`src/rtl/matrix_scan_ctrl.sv`:
```
// Row/column scan controller for a 5x7 LED matrix. Shows a scrollable 5-column
// window into a double-buffered message store, in the display mode set by the switches.
module matrix_scan_ctrl #(
  parameter int SCAN_DIV      = 1000,
  parameter int BLANK_CYC     = 2,
  parameter int SCROLL_FRAMES = 50,
  parameter int MSG_LEN       = 16,
  parameter int ADDR_W        = $clog2(MSG_LEN)
) (
  input  logic              clk,
  input  logic              rst_n,
  input  logic              ala1,
  input  logic              ala2,
  input  logic              msg_we,
  input  logic [ADDR_W-1:0] msg_addr,
  input  logic [6:0]        msg_data,
  output logic [6:0]        row,
  output logic [4:0]        col,
  output logic              frame_tick,
  output logic [ADDR_W-1:0] scroll_pos
);

  localparam int PRESC_W = (SCAN_DIV > 1) ? $clog2(SCAN_DIV) : 1;
  localparam int FCNT_W  = (SCROLL_FRAMES > 1) ? $clog2(SCROLL_FRAMES) : 1;
  localparam logic [PRESC_W-1:0] PRESC_LAST = PRESC_W'(SCAN_DIV - 1);
  localparam logic [PRESC_W-1:0] BLANK_END  = PRESC_W'(BLANK_CYC);
  localparam logic [FCNT_W-1:0]  FCNT_LAST  = FCNT_W'(SCROLL_FRAMES - 1);
  localparam logic [ADDR_W-1:0]  POS_LAST   = ADDR_W'(MSG_LEN - 1);
  localparam logic [ADDR_W:0]    MSG_LEN_X  = (ADDR_W+1)'(MSG_LEN);

  typedef enum logic [1:0] {
    MODE_BLANK  = 2'b00,
    MODE_LEFT   = 2'b01,
    MODE_RIGHT  = 2'b10,
    MODE_STATIC = 2'b11
  } mode_t;

  mode_t mode, mode_n;
  logic [1:0] sync1, sync2, samp;

  logic [PRESC_W-1:0] presc, presc_n;
  logic [2:0]         row_idx, row_idx_n;
  logic [FCNT_W-1:0]  fcnt, fcnt_n;
  logic [ADDR_W-1:0]  scroll_n;
  logic               dirty, dirty_n;
  logic [MSG_LEN-1:0][6:0] shadow, active, active_n;

  logic              tick, boundary, wr_ok;
  logic [ADDR_W:0]   win_idx;
  logic [6:0]        row_n;
  logic [4:0]        col_n;

  assign tick     = (presc == PRESC_LAST);
  assign boundary = tick && (row_idx == 3'd6);
  assign wr_ok    = msg_we && ({1'b0, msg_addr} < MSG_LEN_X);

  // Mode state register; switch samples are only taken at frame boundaries.
  always_ff @(posedge clk or negedge rst_n) begin
    if (!rst_n) begin
      sync1 <= '0;
      sync2 <= '0;
      samp  <= '0;
      mode  <= MODE_BLANK;
    end else begin
      sync1 <= {ala2, ala1};
      sync2 <= sync1;
      if (boundary)
        samp <= sync2;
      mode <= mode_n;
    end
  end

  always_comb begin
    presc_n   = tick ? '0 : presc + 1'b1;
    row_idx_n = row_idx;
    if (tick)
      row_idx_n = (row_idx == 3'd6) ? 3'd0 : row_idx + 3'd1;
    mode_n    = mode;
    fcnt_n    = fcnt;
    scroll_n  = scroll_pos;
    dirty_n   = dirty;
    active_n  = active;
    if (boundary && (sync2 == samp))
      mode_n = mode_t'(sync2);
    // Buffer swap, mode change and scroll step all land on the same boundary.
    if (boundary) begin
      if (dirty) begin
        active_n = shadow;
        dirty_n  = 1'b0;
      end
      if (mode_n == MODE_STATIC) begin
        scroll_n = '0;
        fcnt_n   = '0;
      end else if (mode_n != mode) begin
        fcnt_n = '0;
      end else if (mode == MODE_LEFT || mode == MODE_RIGHT) begin
        if (fcnt == FCNT_LAST) begin
          fcnt_n = '0;
          if (mode == MODE_LEFT)
            scroll_n = (scroll_pos == POS_LAST) ? '0 : scroll_pos + 1'b1;
          else
            scroll_n = (scroll_pos == '0) ? POS_LAST : scroll_pos - 1'b1;
        end else begin
          fcnt_n = fcnt + 1'b1;
        end
      end
    end
    if (wr_ok)
      dirty_n = 1'b1;
  end

  always_comb begin
    row_n   = '0;
    col_n   = '0;
    win_idx = '0;
    if (mode_n != MODE_BLANK) begin
      if (presc_n >= BLANK_END)
        row_n = 7'b0000001 << row_idx_n;
      for (int k = 0; k < 5; k++) begin
        win_idx = {1'b0, scroll_n} + (ADDR_W+1)'(k);
        if (win_idx >= MSG_LEN_X)
          win_idx = win_idx - MSG_LEN_X;
        col_n[k] = active_n[win_idx[ADDR_W-1:0]][row_idx_n];
      end
    end
  end

  always_ff @(posedge clk or negedge rst_n) begin
    if (!rst_n) begin
      presc      <= '0;
      row_idx    <= '0;
      fcnt       <= '0;
      scroll_pos <= '0;
      dirty      <= 1'b0;
      active     <= '0;
      row        <= '0;
      col        <= '0;
      frame_tick <= 1'b0;
    end else begin
      presc      <= presc_n;
      row_idx    <= row_idx_n;
      fcnt       <= fcnt_n;
      scroll_pos <= scroll_n;
      dirty      <= dirty_n;
      active     <= active_n;
      row        <= row_n;
      col        <= col_n;
      frame_tick <= boundary;
    end
  end

  always_ff @(posedge clk or negedge rst_n) begin
    if (!rst_n)
      shadow <= '0;
    else if (wr_ok)
      shadow[msg_addr] <= msg_data;
  end

endmodule

```
`config.mk`:
```
export PLATFORM = sky130hd
export DESIGN_NAME = matrix_scan_ctrl
export DESIGN_NICKNAME = d
export VERILOG_FILES = /design/src/rtl/matrix_scan_ctrl.sv
export SDC_FILE = /design/constraint.sdc
export NUM_CORES = 1
export LEC_CHECK = 0
export ABC_AREA = 1
export BUFFER_PORTS_ARGS = -buffer_cell sky130_fd_sc_hd__buf_4
export CAP_MARGIN = 30
export CORE_MARGIN = 1.5
export CORE_UTILIZATION = 55
export DETAILED_ROUTE_END_ITERATION = 10
export PLACE_DENSITY = 0.68
export RECOVER_POWER = 50
export SLEW_MARGIN = 15
export SYNTH_ARGS = -nofsm -noshare
export SYNTH_HDL_FRONTEND = slang
export SYNTH_SLANG_ARGS = --single-unit
```
`constraint.sdc`:
```
create_clock -name clk -period 5.7 [get_ports clk]
set_input_delay 0.855 -clock clk [delete_from_list [all_inputs] [get_ports clk]]
set_output_delay 0.855 -clock clk [all_outputs]
set_load 0.02 [all_outputs]
```
==> metrics.md, run 1 <==
| Metric | Value |
|---|---|
| Rows | `60` |
| Post-Syn Instances | `2,059` |
| Setup Buffers After CTS | `0` |
| First DRT Iteration DRCs | `1,426` |
| CP Data Arrival Time | `5.24 ns` |
| Post-cts resize count | `0` |
| Main synth FF type | `dfrtp_1` |
| Core box area | `26,900 um2` |
| Area leader, netlist | `dfrtp_1` |
| CP max FO | `62` |
| Die ar. | `28,300 um2` |
| GRT Util Overall | `34.3%` |
| Syn Nets | `2,083` |
| CTS tree | `yes` |
| Synth-to-layout area growth | `7.90%` |
| Number of global-route vias before repair | `12,868` |
| Status | `finished with violations` |
| Initial antenna violation count | `0` |
| Sequential share of the synthesized area | `44.8%` |
| Synth area leaders | `dfrtp_1 (45%), nand2_1 (15%), nand3_1 (9.2%)` |
| Failing checks | `max-capacitance violations, max-slew violations` |
| Peak VDD IR | `289 uV` |
| First-pass GRT wire length | `74,100 um` |
| Max clock buf depth | `3` |
| Fin Clk Skew | `0.0340 ns` |
| Synth warn | `0` |
| Fmax | `209 MHz` |
| Skew-Pair Late Insertion Delay | `0.57 ns` |
| Slew @ Worst Pin | `4.26 ns` |
| Nets@finish | `2,066` |
| Synthesized cell area | `15,000 um2` |
| Clock slew at reported path FFs | `0.06 ns` |
| Crit start category | `flip-flop` |
| Register area | `6730 um2` |
| Vias | `13,702` |
| Relative slew slack | `-184%` |
| Final WL | `47,600 um` |
| Initial core utilization | `55.9%` |
| Post-synth cell types | `48` |
| Final worst-path cycle share | `83.8%` |
| Die Y | `168 um` |
| Final TNS setup | `0 ns` |
| Number of remaining DRC errors | `0` |
| Maxcap violations | `1` |
| Final setup viols | `0` |
| RSZ-0062 raised after global routing | `no` |
| ANT cells | `0` |
| Syn Area/Cell | `7.30 um2` |
| #FFs+latches synth | `269` |
| Hold Path Class | `reg -> reg` |
| RD Place Congestion | `1.08` |
| Critical path type | `reg -> reg` |
| Multi-input logic area | `6790 um2` |
| CTS Hold Bufs | `0` |
| I/O pin cnt | `33` |
| Slew Limit Fails | `95` |
| Clock sinks | `269` |
| Port-buffer cells | `32` |
| Mean routed wirelength per cell | `19.8 um` |
| Root buf cell | `clkbuf_16` |
| Asr flop ratio synth | `100%` |
| Avg Vias per Cell | `5.70` |
| Setup crit end kind | `flip-flop` |
| Largest net degree at the start of global routing | `138` |
| Hold Fails Final Rpt | `0` |
| # fillers | `2,521` |
| Min Tclk post-route | `4.78 ns` |
| Pwr Density | `261 nW/um2` |
| Hold Slack | `0.351 ns` |
| H-tree depth | `1` |
| Number of detailed-route iterations in the first pass | `6` |
| DPL Wire Length | `34,800 um` |
| GR Overflow Total | `0` |
| CTS Buf Count | `28` |
| Flop-to-flop setup slack | `0.92 ns` |
| Synth top area share | `44.8%` |
| Die W | `168 um` |
| Critical Path RT | `6.16 ns` |
| Post-synth EDFFs | `0` |
| Post-route ant nets | `0` |
| Leakage | `7.69 nW` |
| Share of layout cells above drive strength 1 | `7.61%` |
## worst max-delay path: stages (launching register included)
cell and delay [ns]:
dfrtp_1 0.35, ha_1 0.16, nand2_1 0.07, inv_1 0.09
nand3_1 0.35, nor2_4 0.47, inv_1 0.19, nor2_1 0.17
nand3_1 0.10, nand2_1 0.14, nand3_2 0.07, buf_4 0.24
inv_2 0.09, buf_4 0.55, nand3_2 0.23, xor2_1 0.71
nand3_1 0.27, nand3_1 0.17, nand2_1 0.09, nand4_1 0.12
nand2_1 0.06
## power by group
part	internal (mW)	total (mW)	switching, mW
combinational	0.0868	0.280	0.193
sequential	2.09	2.16	0.0706
clock	1.04	1.80	0.757
## sequential cells by signal, summed over array words and instances, names as in the netlist, 2 cells and up
register    cells
scroll_pos      4
shadow        112
fcnt            6
active        112
sync2           2
row_idx         3
mode            2
presc          10
samp            2
sync1           2
col             5
row             7
## area by class of cell
| class | count | area share, % |
|---|---|---|
| clock inverters | 10 | 0.587 |
| flip-flops and latches | 269 | 41.5 |
| repair buffers | 61 | 2.70 |
| well taps | 341 | 2.63 |
| clock buffers | 41 | 5.06 |
| multi-input cells | 1440 | 41.9 |
| inverters | 242 | 5.62 |
## per-stage QoR
stage / total power [mW] / setup slack, ns / util (%) / instance area, um2 / cells
global route: 4.40 / 0.462 / 60.3 / 16200 / 2404
finish: 4.24 / 0.925 / 60.3 / 16200 / 2404
detailed placement: 2.47 / 1.20 / 57.0 / 15300 / 2351
floorplan: 2.34 / 2.25 / - / 15000 / 2059
CTS: 4.26 / 1.20 / 60.4 / 16200 / 2402
global placement: 2.46 / 1.23 / 56.9 / 15300 / 2346
## placed cells by master (no fill, tap or decap), drive strengths merged
cell          netlist  final
a21boi              2      2
a21oi               7      7
a22oi               1      1
and3                1      1
buf                61     48
bufinv              0      1
clkbuf             47     53
clkinv              1      7
clkinvlp            0      2
dfrtp             269    269
dlymetal6s4s        0      1
ha                  8      8
inv               241    242
mux2                9      9
mux2i               1      1
nand2             608    608
nand3             282    282
nand3b              1      1
nand4              16     16
nor2              115    115
nor3                9      9
nor4                2      2
o2111ai             1      1
o211ai             19     19
o21a                1      1
o21ai             326    326
o21bai              1      1
o22ai               4      4
o31ai               2      2
o41ai               1      1
or2                 9      9
xnor2               4      4
xor2               10     10
## path summary, 6_finish.rpt
kind                           from  cells past startpoint    endpoint
setup / recovery           presc[1]                     20      col[1]
hold / removal             sync1[0]                      0    sync2[0]
setup reg to reg           presc[1]                     20      col[1]
hold reg to reg            sync1[0]                      0    sync2[0]
max in group asynchronous     rst_n                      1      col[4]
min in group asynchronous     rst_n                      1  shadow[48]
## layer usage
| layer | track usage (%) | vias to the layer above | wire length (um) |
|---|---|---|---|
| met2 | 55.5 | 507 | 21600 |
| li1 | - | 6604 | - |
| met1 | 46.4 | 6472 | 20500 |
| met3 | 4.63 | 119 | 3220 |
| met4 | 15.4 | 0 | 2280 |
| met5 | 0 | - | 0 |
## kinds of logic (layout without fill, tap and decap cells)
logic type | count (synthesis) | in the layout | synth area share (%)
and+or+nand+nor | 1043 | 1043 | 29.8
DFF | 269 | 269 | 44.8
buffers and inverters | 350 | 354 | 10.0
AOI/OAI and AO/OA | 365 | 365 | 12.9
muxes | 10 | 10 | 0.741
xor gates and xnor gates | 14 | 14 | 1.07
adders and majority gates | 8 | 8 | 0.666
## cells in the mapped netlist, drive strengths merged, types with 2 or more instances
cell,count
o31ai,2
o22ai,4
nand3,282
buf,61
nor3,9
inv,241
xor2,10
nand4,16
dfrtp,269
mux2,9
a21boi,2
a21oi,7
ha,8
o211ai,19
nor2,115
or2,9
o21ai,326
nand2,608
nor4,2
clkbuf,47
xnor2,4
Note: power is estimated with default switching activity, not from simulation.
==> run 2, diff against run 1 <==
Settings changed: PLACE_DENSITY 0.68 to 0.71.
Clock period 5.7 ns to 3.9 ns, I/O delays scaled along.
==> run 2 against run 1 <==
- the run still ends with max-capacitance violations, max-slew violations left
- sequential cell count stayed put
- critical path type unchanged
- sequential power is 46% higher
- largest cell class unchanged
- first-iteration DRC count is 2.7% higher
- total power is 49% higher
- combinational power is 46% higher
- hold slack worse by 0.18 ns
- clock skew is 0.0077 ns lower
- fmax is 31% higher
- sequential share of layout area is 1.0 points lower
- count of clock-buffer cells in the layout is 3 lower
- critical endpoint is now col[2]
==> metrics.md, run 2 (synthesized netlist as in run 1, its figures left out) <==
| Metric | Value |
|---|---|
| Flop-to-flop setup slack | `0.25 ns` |
| H-tree depth | `1` |
| CTS Buf Count | `28` |
| Final WL | `48,600 um` |
| Total power draw | `6.32 mW` |
| Max clock buf depth | `3` |
| Skew-Pair Late Insertion Delay | `0.57 ns` |
| Fin Clk Skew | `0.0263 ns` |
| RSZ-0062 raised after global routing | `no` |
| Relative slew slack | `-41.8%` |
| First-pass GRT wire length | `75,300 um` |
| Clock slew at reported path FFs | `0.06 ns` |
| Critical Path RT | `4.38 ns` |
| Fmax | `274 MHz` |
| Setup crit end kind | `flip-flop` |
| CP Data Arrival Time | `4.13 ns` |
| Setup Buffers After CTS | `0` |
| Commonest non-fill, non-tap cell in the layout | `nand2_1` |
| Number of detailed-route iterations in the first pass | `8` |
| Hold Path Class | `in -> reg` |
| Crit start category | `flip-flop` |
| Sequential power share | `49.9%` |
| Reg-to-Reg End | `col[2]` |
| CP max FO | `29` |
| Hold endpoint | `sync1[1]` |
| I/O pin cnt | `33` |
| Final worst-path cycle share | `93.7%` |
| Die Y | `168 um` |
| Number of global-route vias before repair | `13,090` |
| Slew @ Worst Pin | `2.13 ns` |
| Comb pwr share | `6.5%` |
| Min Tclk post-route | `3.65 ns` |
| Nets@finish | `2,099` |
| CTS tree | `yes` |
| Switching Power | `1.51 mW` |
| Share of layout cells above drive strength 1 | `9.41%` |
| Post-cts resize count | `0` |
| Rows | `60` |
| Die ar. | `28,300 um2` |
| Avg Vias per Cell | `5.73` |
| DPL Wire Length | `35,800 um` |
| Clk network pwr share | `43.6%` |
| Final setup viols | `0` |
| RD Place Congestion | `1.03` |
| Switching part of the total | `23.9%` |
| Worst flop-to-flop path startpoint | `presc[0]` |
| Min-Delay Path Depth | `1` |
| Number of remaining DRC errors | `0` |
| Leakage | `7.92 nW` |
| R2r worst-path depth | `22` |
| CTS Hold Bufs | `0` |
| Die W | `168 um` |
| Core box area | `26,900 um2` |
| GRT Util Overall | `34.8%` |
| Initial antenna violation count | `0` |
| Final Util | `61.8%` |
| Final TNS setup | `0 ns` |
| Mean routed wirelength per cell | `19.9 um` |
| Commonest non-fill, non-tap cells in the layout | `nand2_1 (594), nand3_1 (275), dfrtp_1 (269), o21ai_0 (249), inv_1 (231)` |
| First DRT Iteration DRCs | `1,464` |
| Maxcap violations | `2` |
| ANT cells | `0` |
| Slew Limit Fails | `156` |
| Largest net degree at the start of global routing | `84` |
| GR Overflow Total | `0` |
| Post-route ant nets | `0` |
| Int Pwr | `4.81 mW` |
| Biggest regs | `active (112), shadow (112), presc (10)` |
| Failing checks | `max-capacitance violations, max-slew violations` |
| Port-buffer cells | `32` |
| Pwr Density | `380 nW/um2` |
| # fillers | `2,447` |
| Root buf cell | `clkbuf_16` |
| Peak VDD IR | `520 uV` |
| Clock sinks | `269` |
| Synth-to-layout area growth | `10.6%` |
| Status | `finished with violations` |
| Hold Fails Final Rpt | `0` |
| Vias | `13,957` |
| HP Start | `ala2` |
| Critical path type | `reg -> reg` |
| Initial core utilization | `55.9%` |
-- run 2: cell count changes in the layout (fill, tap and decap cells not counted), sizes merged --
cell	change
buf	+36
bufinv	+2
clkbuf	-5
clkinv	+1
clkinvlp	-2
dlymetal6s4s	-1
-- run 2: critical path: stages, from the launching register on --
cell and delay (ns):
dfrtp_1 0.35, ha_1 0.17, nand2_1 0.07, inv_1 0.11, nand3_2 0.12, nor2_4 0.13, buf_4 0.22, inv_1 0.07
nor2_1 0.14, nand3_1 0.09, nand2_1 0.14, nand3_2 0.10, buf_4 0.25, ha_1 0.45, inv_1 0.06, buf_4 0.21
nand3_1 0.17, nand3_1 0.14, nand3_1 0.14, nand3_1 0.07, nor2_1 0.16, nor2_1 0.06, nor2_1 0.15
-- run 2: how the worst max path moves through the flow --
stage                              from      to  slack (ns)  depth (start not counted)
after floorplan           scroll_pos[0]  col[1]        0.45                         26
after global placement         presc[0]  col[4]        0.30                         20
after detailed placement       presc[0]  col[4]        0.23                         23
after CTS                      presc[0]  col[4]        0.23                         23
after global routing           presc[0]  col[1]        0.02                         24
final                          presc[0]  col[2]        0.25                         22
-- run 2: final cells by class --
class                           count  area, um2  share of cell area (%)
Clock inverter                     11        153                   0.919
Multi-Input combinational cell   1440       6800                    40.9
Clock buffer                       38        798                    4.81
Tap cell                          341        427                    2.57
Sequential cell                   269       6730                    40.5
Timing Repair Buffer               94        795                    4.78
Inverter                          242        911                    5.48
-- run 2: power groups by stage --
stage               clock network, mW  registers (mW)  logic, mW
floorplan                           0            3.17      0.251
global placement                    0            3.19      0.390
detailed placement                  0            3.20      0.410
CTS                              2.79            3.15      0.415
global route                     2.89            3.18      0.484
finish                           2.75            3.16      0.408
-- run 2: metrics by stage --
| step | worst slack [ns] | cell area [um2] | hold WS (ns) | instances |
|---|---|---|---|---|
| 2_1_floorplan | 0.451 | 15000 | 0.289 | 2059 |
| 3_3_place_gp | 0.304 | 15600 | 0.345 | 2380 |
| 3_5_place_dp | 0.231 | 15600 | 0.338 | 2380 |
| 4_1_cts | 0.227 | 16600 | 0.0499 | 2429 |
| 5_1_grt | 0.0160 | 16600 | 0.160 | 2435 |
| 6_report | 0.247 | 16600 | 0.172 | 2435 |
-- run 2: routing by layer --
layer	GRT usage, %	routed length [um]	up-vias
met5	0	0	-
met4	10.5	1570	0
met3	5.08	3790	97
met2	56.9	22300	541
met1	48.2	20900	6634
li1	-	-	6685
